$ cat src/rtl/cpu6502_timing_pkg.sv
// Shared constants for the 6502C T-state sequencer: T-state numbers, interrupt
// vectors, the forced BRK opcode and the interrupt-source encoding.
package cpu6502_timing_pkg;

    localparam int T0 = 0;
    localparam int T1 = 1;
    localparam int T2 = 2;

    localparam logic [15:0] VEC_RES = 16'hFFFC;
    localparam logic [15:0] VEC_NMI = 16'hFFFA;
    localparam logic [15:0] VEC_IRQ = 16'hFFFE;

    localparam logic [7:0] BRK_OPCODE = 8'h00;

    typedef enum logic [1:0] {
        SRC_NONE,
        SRC_RES,
        SRC_NMI,
        SRC_IRQ
    } int_src_e;

    function automatic logic [15:0] vecFor(input int_src_e src);
        logic [15:0] v;
        case (src)
            SRC_RES: v = VEC_RES;
            SRC_NMI: v = VEC_NMI;
            default: v = VEC_IRQ;
        endcase
        return v;
    endfunction

endpackage

$ cat src/rtl/t_state_int_sequencer_if.sv
// Bus between random control / interrupt pins (master) and the T-state
// sequencer (slave).
interface t_state_int_sequencer_if #(
    parameter int DATA_W = 8,
    parameter int T_MAX  = 7,
    parameter int IRQ_CH = 1
);
    localparam int TW = $clog2(T_MAX);

    logic              RDY;
    logic              rw_in;
    logic [DATA_W-1:0] extDataBus;
    logic              go_t0;
    logic              i_flag;
    logic [IRQ_CH-1:0] irq_mask;
    logic [IRQ_CH-1:0] IRQ_L;
    logic              NMI_L;

    logic [TW-1:0]     t_state;
    logic              SYNC;
    logic [DATA_W-1:0] ir_out;
    logic              int_active;
    logic [15:0]       vec_addr;
    logic              timing_err;

    modport master (
        output RDY, rw_in, extDataBus, go_t0, i_flag, irq_mask, IRQ_L, NMI_L,
        input  t_state, SYNC, ir_out, int_active, vec_addr, timing_err
    );

    modport slave (
        input  RDY, rw_in, extDataBus, go_t0, i_flag, irq_mask, IRQ_L, NMI_L,
        output t_state, SYNC, ir_out, int_active, vec_addr, timing_err
    );

endinterface

$ cat src/rtl/nmi_edge_detect.sv
// NMI_L synchroniser followed by a falling-edge detector; a held-low line
// yields exactly one pulse.
module nmi_edge_detect #(
    parameter int NMI_SYNC = 2
) (
    input  logic clock,
    input  logic RES_L,
    input  logic i_nmi_l,
    output logic o_fall
);

    // r_shift[NMI_SYNC-1] is the synchronised level, r_shift[NMI_SYNC] its previous value
    logic [NMI_SYNC:0] r_shift;

    always_ff @(posedge clock or negedge RES_L) begin
        if (!RES_L) begin
            r_shift <= '1;
        end else begin
            r_shift <= {r_shift[NMI_SYNC-1:0], i_nmi_l};
        end
    end

    assign o_fall = r_shift[NMI_SYNC] & ~r_shift[NMI_SYNC-1];

endmodule

$ cat src/rtl/t_state_int_sequencer.sv
// T-state timing generator, instruction register and RES/NMI/IRQ sequencing
// for the 6502C core; a taken interrupt replaces the fetched opcode with BRK.
module t_state_int_sequencer
    import cpu6502_timing_pkg::*;
#(
    parameter int DATA_W   = 8,
    parameter int T_MAX    = 7,
    parameter int IRQ_CH   = 1,
    parameter int NMI_SYNC = 2
) (
    input  logic                    clock,
    input  logic                    RES_L,
    t_state_int_sequencer_if.slave  bus
);

    localparam int            TW     = $clog2(T_MAX);
    localparam logic [TW-1:0] T_LAST = TW'(T_MAX - 1);

    logic [TW-1:0]     r_t_state;
    logic              r_sync;
    logic [DATA_W-1:0] r_ir;
    logic              r_int_active;
    logic [15:0]       r_vec;
    logic              r_timing_err;
    logic              r_res_pend;
    logic              r_nmi_pend;
    logic              r_take;
    int_src_e          r_take_src;

    logic              w_advance;
    logic              w_nmi_fall;
    logic              w_irq_req;
    logic              w_overrun;
    logic [TW-1:0]     w_t_next;
    int_src_e          w_src;

    nmi_edge_detect #(
        .NMI_SYNC (NMI_SYNC)
    ) u_nmi_edge (
        .clock   (clock),
        .RES_L   (RES_L),
        .i_nmi_l (bus.NMI_L),
        .o_fall  (w_nmi_fall)
    );

    // Only read cycles wait on RDY; writes always complete
    assign w_advance = ~(bus.rw_in & ~bus.RDY);
    assign w_irq_req = (|(~bus.IRQ_L & bus.irq_mask)) & ~bus.i_flag;

    always_comb begin
        w_t_next  = r_t_state;
        w_overrun = 1'b0;
        if (w_advance) begin
            if (r_t_state == TW'(T1)) begin
                w_t_next = TW'(T2);
            end else if (r_t_state == TW'(T0)) begin
                w_t_next = TW'(T1);
            end else if (bus.go_t0) begin
                w_t_next = TW'(T0);
            end else if (r_t_state == T_LAST) begin
                w_t_next  = TW'(T0);
                w_overrun = 1'b1;
            end else begin
                w_t_next = r_t_state + TW'(1);
            end
        end
    end

    always_comb begin
        w_src = SRC_NONE;
        if (r_res_pend) begin
            w_src = SRC_RES;
        end else if (r_nmi_pend) begin
            w_src = SRC_NMI;
        end else if (w_irq_req) begin
            w_src = SRC_IRQ;
        end
    end

    // Reset leaves a RES take armed so the first T1 after release fetches BRK
    always_ff @(posedge clock or negedge RES_L) begin
        if (!RES_L) begin
            r_t_state    <= TW'(T1);
            r_sync       <= 1'b1;
            r_ir         <= '0;
            r_int_active <= 1'b0;
            r_vec        <= VEC_RES;
            r_timing_err <= 1'b0;
            r_res_pend   <= 1'b1;
            r_nmi_pend   <= 1'b0;
            r_take       <= 1'b1;
            r_take_src   <= SRC_RES;
        end else begin
            r_t_state <= w_t_next;
            r_sync    <= (w_t_next == TW'(T1));
            if (w_overrun) begin
                r_timing_err <= 1'b1;
            end
            if (w_advance && r_t_state == TW'(T1)) begin
                r_ir         <= r_take ? DATA_W'(BRK_OPCODE) : bus.extDataBus;
                r_int_active <= r_take;
                if (r_take && r_take_src == SRC_RES) begin
                    r_res_pend <= 1'b0;
                end
                if (r_take && r_take_src == SRC_NMI) begin
                    r_nmi_pend <= 1'b0;
                end
            end
            if (w_advance && r_t_state == TW'(T0)) begin
                r_take     <= (w_src != SRC_NONE);
                r_take_src <= w_src;
                if (w_src != SRC_NONE) begin
                    r_vec <= vecFor(w_src);
                end
            end
            // A fresh NMI edge wins over a same-cycle clear
            if (w_nmi_fall) begin
                r_nmi_pend <= 1'b1;
            end
        end
    end

    assign bus.t_state    = r_t_state;
    assign bus.SYNC       = r_sync;
    assign bus.ir_out     = r_ir;
    assign bus.int_active = r_int_active;
    assign bus.vec_addr   = r_vec;
    assign bus.timing_err = r_timing_err;

endmodule

$ cat src/flat_wrapper.sv
// flat-port wrapper written by rule: the top's interface ports become plain ports
module t_state_int_sequencer_flat import cpu6502_timing_pkg::*;
#(
    parameter int DATA_W   = 8,
    parameter int T_MAX    = 7,
    parameter int IRQ_CH   = 1,
    parameter int NMI_SYNC = 2
)
  (clock, RES_L, bus_RDY, bus_rw_in, bus_extDataBus, bus_go_t0, bus_i_flag, bus_irq_mask, bus_IRQ_L, bus_NMI_L, bus_t_state, bus_SYNC, bus_ir_out, bus_int_active, bus_vec_addr, bus_timing_err);
  t_state_int_sequencer_if #(.DATA_W(DATA_W), .T_MAX(T_MAX), .IRQ_CH(IRQ_CH)) bus_i ();
  input  logic clock;
  input  logic RES_L;
  input wire logic [$bits(bus_i.RDY)-1:0] bus_RDY;
  input wire logic [$bits(bus_i.rw_in)-1:0] bus_rw_in;
  input wire logic [$bits(bus_i.extDataBus)-1:0] bus_extDataBus;
  input wire logic [$bits(bus_i.go_t0)-1:0] bus_go_t0;
  input wire logic [$bits(bus_i.i_flag)-1:0] bus_i_flag;
  input wire logic [$bits(bus_i.irq_mask)-1:0] bus_irq_mask;
  input wire logic [$bits(bus_i.IRQ_L)-1:0] bus_IRQ_L;
  input wire logic [$bits(bus_i.NMI_L)-1:0] bus_NMI_L;
  output wire logic [$bits(bus_i.t_state)-1:0] bus_t_state;
  output wire logic [$bits(bus_i.SYNC)-1:0] bus_SYNC;
  output wire logic [$bits(bus_i.ir_out)-1:0] bus_ir_out;
  output wire logic [$bits(bus_i.int_active)-1:0] bus_int_active;
  output wire logic [$bits(bus_i.vec_addr)-1:0] bus_vec_addr;
  output wire logic [$bits(bus_i.timing_err)-1:0] bus_timing_err;
  assign bus_i.RDY = bus_RDY;
  assign bus_i.rw_in = bus_rw_in;
  assign bus_i.extDataBus = bus_extDataBus;
  assign bus_i.go_t0 = bus_go_t0;
  assign bus_i.i_flag = bus_i_flag;
  assign bus_i.irq_mask = bus_irq_mask;
  assign bus_i.IRQ_L = bus_IRQ_L;
  assign bus_i.NMI_L = bus_NMI_L;
  assign bus_t_state = bus_i.t_state;
  assign bus_SYNC = bus_i.SYNC;
  assign bus_ir_out = bus_i.ir_out;
  assign bus_int_active = bus_i.int_active;
  assign bus_vec_addr = bus_i.vec_addr;
  assign bus_timing_err = bus_i.timing_err;
  t_state_int_sequencer #(.DATA_W(DATA_W), .T_MAX(T_MAX), .IRQ_CH(IRQ_CH), .NMI_SYNC(NMI_SYNC)) u_core (.clock(clock), .RES_L(RES_L), .bus(bus_i));
endmodule
$ cat config.mk
export PLATFORM = sky130hd
export DESIGN_NAME = t_state_int_sequencer_flat
export DESIGN_NICKNAME = d
export VERILOG_FILES = /design/src/rtl/cpu6502_timing_pkg.sv /design/src/rtl/t_state_int_sequencer_if.sv /design/src/rtl/nmi_edge_detect.sv /design/src/rtl/t_state_int_sequencer.sv /design/src/flat_wrapper.sv
export SDC_FILE = /design/constraint.sdc
export NUM_CORES = 1
export LEC_CHECK = 0
export ABC_CLOCK_PERIOD_IN_PS = 1770
export CAP_MARGIN = 0
export CORE_ASPECT_RATIO = 0.7
export CORE_MARGIN = 1
export CORE_UTILIZATION = 43
export DETAILED_ROUTE_END_ITERATION = 8
export GPL_TIMING_DRIVEN = 0
export HOLD_SLACK_MARGIN = 0.12
export MAX_ROUTING_LAYER = met4
export PLACE_DENSITY = 0.76
export SYNTH_ARGS = -nofsm -noshare
export SYNTH_HDL_FRONTEND = slang
export SYNTH_SLANG_ARGS = --single-unit
$ cat constraint.sdc
create_clock -name clock -period 1.77 [get_ports clock]
set_input_delay 0.354 -clock clock [delete_from_list [all_inputs] [get_ports clock]]
set_output_delay 0.354 -clock clock [all_outputs]
set_load 0.02 [all_outputs]
==> out/qor.yml, run 1 <==
sta:
  report.final.setup_viol: 0
  worst_clock_skew_ns: 0.00110
  finalCritPeriodShare_pct: 97.4
  worst_slew_pin_slew_ns: 0.968
  slew_viol_final: 0
  fin_tns_setup_ns: 0
  final.hold.worst_slack_ns: 0.357
  grt_setup_unrepaired: "false"
  hold_viol_final: 0
  slew-limit-headroom_pct: 35.2
  timing.final.crit_period_ns: 1.72
  achievable-frequency_ghz: 0.580
grt:
  wire_length_of_the_first_global_routing_pass_um: 3390
  maximum_number_of_pins_on_one_net_before_global_route_repair: 25
  grt_pass1_vias: 766
  global_route.overflow_total: 0
  grt.total_usage_pct: 16.3
  grt_antenna_before_repair: 0
power_and_ir_drop:
  power.ir.vdd_worst_mv: 0.671
  post-layout-total-power_mw: 2.61
  seq_power_share_pct: 36.5
  internal-power_mw: 1.68
  net-switching-power_uw: 933
  power_frac_comb_pct: 45.6
  p_per_area_nw_per_um2: 1550
  share_clk_of_total_power_pct: 17.9
  sw_frac_of_total_pct: 35.7
  static-leakage-power_nw: 0.762
logic_synthesis:
  ys_seq_elements: 24
  synth_cells: 106
  mappedNetlistArea_sq_um: 1200
  biggest_area_consumer_among_synthesized_cells: "dfrtp_1"
  synth_edf_count: 0
  yosysSeqAreaShare_pct: 50.9
  synth.distinct_cells: 32
  syn-mean-instance-area_sq_um: 11.3
  synth_async_sr_flop_share_pct: 100
  synth.yosys.warnings: 0
  yosys_most_used_dff: "dfrtp_1"
  synthTopCellsByArea: "dfrtp_1 31%, dfstp_2 20%, buf_4 8.8%, mux2_2 8.4%, nor2b_1 4.7%"
  netlist.area_leader.share_pct: 31.3
cells_and_area:
  top_library_cells_by_usage_in_the_layout_fill_and_taps_aside: "29 x clkdlybuf4s50_1, 15 x dfrtp_1, 14 x buf_4, 14 x conb_1"
  post-route-util_pct: 65.8
  layout_nets: 172
  multi_input_area_sq_um: 472
  area_growth_from_synthesis_to_layout_pct: 39.9
  layout_commonest_cell: "clkdlybuf4s50_1"
  final_instance_count_without_filler_cells: 188
  nFillCells: 204
  num_antenna_cells: 0
  final_layout_size_suffix_gt1_share_pct: 27.9
  regArea_sq_um: 612
place:
  numPortBuffers: 32
  dp_cells: 184
  routability_congestion_estimate: 0.817
  place_hpwl_um: 1660
clocking:
  holdBufCountCts: 0
  worst_setup_hold_path_clk_slew_ns: 0.08
  tritoncts_num_sinks: 24
  insertion_delay_ns: 0.26
  tritoncts: "yes"
  cts-root-buf: "clkbuf_8"
  cts_inserted_buffers: 3
  cts-htree-levels: 1
  clk_path_buf_depth: 2
worst_setup_path:
  worstPathMaxFanout: 1
  critical_path.top_delay_family: "buffers and inverters"
  critical_path_buf_inv_count: 1
  rr_worst_depth: 3
  cp.depth: 1
  path_cells: "clkdlybuf4s50_1"
  worstSetupPathType: "flop to output pin"
  critPathArrivalTime_ns: 1.37
  crit_path_start_kind: "flop"
  worstSetupEndpointType: "output pin"
  startpoint: "u_core.bus.SYNC$_DFF_PN1_"
  worstPathRequired_ns: 1.42
  r2r_start: "u_core.bus.t_state[0]$_DFF_PN1_"
  timing.critical_path.slowest_cell_delay_ns: 0.59
  critical-path-slowest-cell: "clkdlybuf4s50_1"
floorplan:
  start_util_pct: 47.1
  floorplan.die_area_sq_um: 3010
  floorplan.die.height_um: 46.2
  io-pin-count: 47
  core-area_sq_um: 2550
  rows: 15
  die_w_um: 65.2
routing:
  post_drt_wl_per_cell_um: 11.5
  route.detailed.drc: 0
  routed-via-count: 879
  initialDrtViolationCount: 20
  post_drt_via_cell_ratio: 4.68
  detail-route-antenna-nets: 0
  routed_wirelength_um: 2170
  drt_pass1_iterations: 4
worst_hold_path:
  worstHoldPathType: "flop to flop"
  holdPathStages: 0
  hold_path_startpoint: "u_core.u_nmi_edge.r_shift[0]$_DFF_PN1_"
run:
  maxCapViolCount: 0
status:
  status: "finished, final reports clean"
final cells by class:
type	count	area share (%)
Sequential cell	24	36.4
Multi-Input combinational cell	69	28.1
Clock buffer	3	2.46
Clock inverter	1	1.79
Inverter	7	1.56
Timing Repair Buffer	32	19.1
Tap cell	34	2.53
Buffer	18	8.12
power groups by stage:
stage | Sequential, mW | Combinational [mW] | Clock (mW)
finish | 0.953 | 1.19 | 0.468
global route | 0.977 | 1.30 | 0.507
CTS | 0.951 | 1.20 | 0.481
detailed placement | 0.958 | 1.22 | 0
global placement | 0.943 | 1.19 | 0
floorplan | 1.12 | 0.575 | 0
final timing paths:
check | to | slack (ns)
setup / recovery | bus_SYNC | 0.05
hold / removal | u_core.u_nmi_edge.r_shift[1]$_DFF_PN1_ | 0.36
setup reg to reg | u_core.bus.ir_out[2]$_DFFE_PN0P_ | 0.18
hold reg to reg | u_core.u_nmi_edge.r_shift[1]$_DFF_PN1_ | 0.36
max in group asynchronous | u_core.bus.ir_out[2]$_DFFE_PN0P_ | 0.56
min in group asynchronous | u_core.bus.ir_out[0]$_DFFE_PN0P_ | 0.62
per-stage QoR:
step	setup WS, ns	cell area (sq um)
detailed placement	-0.280	1610
finish	0.0457	1680
CTS	0.0129	1680
global placement	-0.186	1610
global route	0.000476	1680
floorplan	0.280	1250
synthesized netlist by cell type (all sizes together), types with 2 or more instances:
| cell type | instances |
|---|---|
| nor2b | 10 |
| o22ai | 2 |
| dfrtp | 15 |
| inv | 7 |
| nand2b | 2 |
| nor3 | 3 |
| mux2 | 9 |
| a31oi | 4 |
| nor2 | 4 |
| a211oi | 2 |
| o21ai | 3 |
| nand2 | 3 |
| a21oi | 2 |
| buf | 17 |
| conb | 2 |
| dfstp | 9 |
timing repair:
action                                  CTS  global route
gates resized for setup                   2             1
buffers inserted                          0             0
endpoints found under the hold margin     0             0
endpoints found under the setup margin    2             1
registers in the layout (all words and copies together), names as in the netlist:
name,cells
u_core.bus.ir_out,8
u_core.bus.t_state,3
u_core.u_nmi_edge.r_shift,3
u_core.bus.vec_addr,2
u_core.r_take_src,2
u_core.bus.SYNC,1
u_core.bus.int_active,1
u_core.bus.timing_err,1
u_core.r_nmi_pend,1
u_core.r_res_pend,1
u_core.r_take,1
cells by family (layout without fill, tap and decap cells):
kind of cell           Yosys count  in the layout  synth area share (%)
and+or+nand+nor                 27             27                  15.3
buffers and inverters           25             61                  13.5
DFF                             24             24                  50.9
AOI/OAI and AO/OA               18             18                  10.3
muxes                           10             10                  9.27
other                            2             14                 0.625
metal layers:
layer	vias to the layer above	global-route usage (%)	wire length, um
met5	-	-	0
met4	0	5.22	10
met3	2	5.20	139
met2	33	28.0	1040
met1	409	18.3	972
li1	435	-	-
(Power assumes the default switching activity.)
==> run 2, diff against run 1 <==
--- a/config.mk
+++ b/config.mk
@@ -10,11 +10,13 @@
 export CORE_ASPECT_RATIO = 0.7
 export CORE_MARGIN = 1
 export CORE_UTILIZATION = 43
+export CTS_CLUSTER_DIAMETER = 60
 export DETAILED_ROUTE_END_ITERATION = 8
 export GPL_TIMING_DRIVEN = 0
 export HOLD_SLACK_MARGIN = 0.12
 export MAX_ROUTING_LAYER = met4
 export PLACE_DENSITY = 0.76
+export SLEW_MARGIN = 25
 export SYNTH_ARGS = -nofsm -noshare
 export SYNTH_HDL_FRONTEND = slang
 export SYNTH_SLANG_ARGS = --single-unit
==> run 2 against run 1 <==
Compared with the run above: register-to-register slack is essentially flat; flip-flop and latch count is the same; utilization grew 0.20 points; routed wire length grew 0.42%; fmax is essentially flat; total power is essentially flat; clock power is essentially flat; global-route usage is the same; cell area grew 0.30%; non-clock buffer count grew 1; clock-buffer cell count is the same; worst hold slack is essentially flat; largest power group unchanged.
==> out/qor.yml, run 2 (synthesis gave the netlist of run 1 again) <==
worst_hold_path:
  worstHoldPathType: "flop to flop"
  holdPathStages: 0  # unchanged
  hold_path_startpoint: "u_core.u_nmi_edge.r_shift[0]$_DFF_PN1_"
  timing.hold.worst_endpoint: "u_core.u_nmi_edge.r_shift[1]$_DFF_PN1_"
place:
  place_hpwl_um: 1660  # unchanged
  numPortBuffers: 32  # unchanged
  pre_cts_slack_ns: -0.280  # unchanged
  routability_congestion_estimate: 0.817  # unchanged
  placed_cell_area_sq_um: 1610  # unchanged
cells_and_area:
  num_antenna_cells: 0  # unchanged
  regArea_sq_um: 612  # unchanged
  multi_input_area_sq_um: 472  # unchanged
  post-route-util_pct: 66.0  # +0.20 points
  layout_commonest_cell: "clkdlybuf4s50_1"
  layout_nets: 173  # +0.58%
  largest_register_ffs: 8  # unchanged
  area_growth_from_synthesis_to_layout_pct: 40.3
  final_layout_size_suffix_gt1_share_pct: 28.4  # +0.47 points
  nFillCells: 204  # unchanged
  fin_area_sq_um: 1690  # +0.30%
  top_library_cells_by_usage_in_the_layout_fill_and_taps_aside: "28 x clkdlybuf4s50_1, 15 x dfrtp_1, 14 x buf_4, 14 x conb_1"
worst_setup_path:
  worstSetupEndpointType: "output pin"
  r2r-end: "u_core.bus.ir_out[2]$_DFFE_PN0P_"
  r2r_start: "u_core.bus.t_state[0]$_DFF_PN1_"
  critical_path_buf_inv_count: 1  # unchanged
  worstPathRequired_ns: 1.42  # about the same
  setup_slack_reg_to_reg_ns: 0.18  # about the same
  timing.critical_path.slowest_cell_delay_ns: 0.59  # about the same
  critical_path.top_delay_family: "buffers and inverters"
  critical-path-slowest-cell: "clkdlybuf4s50_1"
  worstPathMaxFanout: 1  # unchanged
  path_cells: "clkdlybuf4s50_1"
  crit_path_start_kind: "flop"
  rr_worst_depth: 3  # unchanged
  critPathArrivalTime_ns: 1.37  # about the same
  cp.depth: 1  # unchanged
  worstSetupPathType: "flop to output pin"
clocking:
  cts-root-buf: "clkbuf_8"
  tritoncts: "yes"
  insertion_delay_ns: 0.26  # about the same
  worst_setup_hold_path_clk_slew_ns: 0.08  # about the same
  clk_path_buf_depth: 2  # unchanged
  cts-htree-levels: 1  # unchanged
  postCtsSetupRepairBufs: 0  # unchanged
  cts_inserted_buffers: 3  # unchanged
  tritoncts_num_sinks: 24  # unchanged
run:
  maxCapViolCount: 0  # unchanged
power_and_ir_drop:
  static-leakage-power_nw: 0.767  # +0.55%
  power_frac_comb_pct: 45.6  # about the same
  seq_power_share_pct: 36.5  # about the same
  internal-power_mw: 1.68  # about the same
  power.ir.vdd_worst_mv: 0.672  # about the same
  p_per_area_nw_per_um2: 1550  # -0.25%
  share_clk_of_total_power_pct: 17.9  # about the same
  net-switching-power_uw: 934  # about the same
  sw_frac_of_total_pct: 35.7  # about the same
grt:
  grt.total_usage_pct: 16.3  # unchanged
  wire_length_of_the_first_global_routing_pass_um: 3390  # unchanged
  grt_pass1_vias: 766  # unchanged
  global_route.overflow_total: 0  # unchanged
  maximum_number_of_pins_on_one_net_before_global_route_repair: 25  # unchanged
  grt_antenna_before_repair: 0  # unchanged
floorplan:
  floorplan.die.height_um: 46.2  # unchanged
  start_util_pct: 47.1  # unchanged
  rows: 15  # unchanged
  die_w_um: 65.2  # unchanged
  floorplan.die_area_sq_um: 3010  # unchanged
  core-area_sq_um: 2550  # unchanged
  io-pin-count: 47  # unchanged
sta:
  achievable-frequency_ghz: 0.580  # about the same
  grt_setup_unrepaired: "false"
  worst_clock_skew_ns: 0.00111  # +0.0000111 ns
  timing.final.crit_period_ns: 1.72  # +0.000170 ns
  slew_viol_final: 0  # unchanged
  finalCritPeriodShare_pct: 97.4  # about the same
  slew-limit-headroom_pct: 66.1  # +31 points
  worst_slew_pin_slew_ns: 0.506  # -0.462 ns
  timing.final.ws_setup_ns: 0.0456  # -0.000170 ns
  hold_viol_final: 0  # unchanged
  final.hold.worst_slack_ns: 0.357  # +0.00000400 ns
  report.final.setup_viol: 0  # unchanged
routing:
  detail-route-antenna-nets: 0  # unchanged
  drt_pass1_iterations: 4  # unchanged
  post_drt_wl_per_cell_um: 11.5  # -0.12%
  route.detailed.drc: 0  # unchanged
  routed_wirelength_um: 2180  # +0.42%
  post_drt_via_cell_ratio: 4.67  # -0.19%
  initialDrtViolationCount: 26  # +30%
  routed-via-count: 882  # +0.34%
status:
  status: "finished, final reports clean"
==> run 2: power groups by stage <==
stage	combinational [mW]	clock (mW)	sequential, mW
after floorplan	0.575	0	1.12
after global placement	1.19	0	0.943
after detailed placement	1.22	0	0.958
after CTS	1.20	0.481	0.951
after global routing	1.30	0.507	0.977
final	1.19	0.468	0.953
==> run 2: stage by stage <==
stage / instances / TNS [ns] / power [mW]
after CTS: 188 / 0 / 2.64
after global placement: 184 / -1.67 / 2.13
after global routing: 189 / 0 / 2.78
after floorplan: 118 / 0 / 1.69
after detailed placement: 184 / -2.48 / 2.18
final: 189 / 0 / 2.61
==> run 2: cell type report <==
| class | instances | area share (%) |
|---|---|---|
| Multi-Input combinational cell | 69 | 28.0 |
| Sequential cell | 24 | 36.3 |
| Timing Repair Buffer | 33 | 19.3 |
| Buffer | 18 | 8.09 |
| Inverter | 7 | 1.56 |
| Clock inverter | 1 | 1.78 |
| Tap cell | 34 | 2.52 |
| Clock buffer | 3 | 2.45 |
==> run 2: repair_timing <==
item	CTS	global route
gates resized for setup	2	1
endpoints found under the hold margin	0	15
hold buffers	0	1
cloned	0	0
endpoints found under the setup margin	2	1
==> run 2: worst max path at each step <==
stage | startpoint | end | slack, ns
after floorplan | u_core.bus.t_state[0]$_DFF_PN1_ | u_core.bus.int_active$_DFFE_PN0P_ | 0.28
after global placement | bus_rw_in | u_core.bus.ir_out[7]$_DFFE_PN0P_ | -0.19
after detailed placement | bus_rw_in | u_core.bus.ir_out[2]$_DFFE_PN0P_ | -0.28
after CTS | u_core.bus.t_state[2]$_DFF_PN0_ | bus_t_state[2] | 0.01
after global routing | bus_rw_in | u_core.bus.ir_out[6]$_DFFE_PN0P_ | 0.0003
final | u_core.bus.SYNC$_DFF_PN1_ | bus_SYNC | 0.05
==> run 2: layer usage <==
metal / routed length (um) / up-vias / track usage (%)
li1: - / 437 / -
met1: 986 / 410 / 18.3
met2: 1040 / 33 / 28.0
met3: 139 / 2 / 5.20
met4: 10 / 0 / 5.22
met5: 0 / - / -
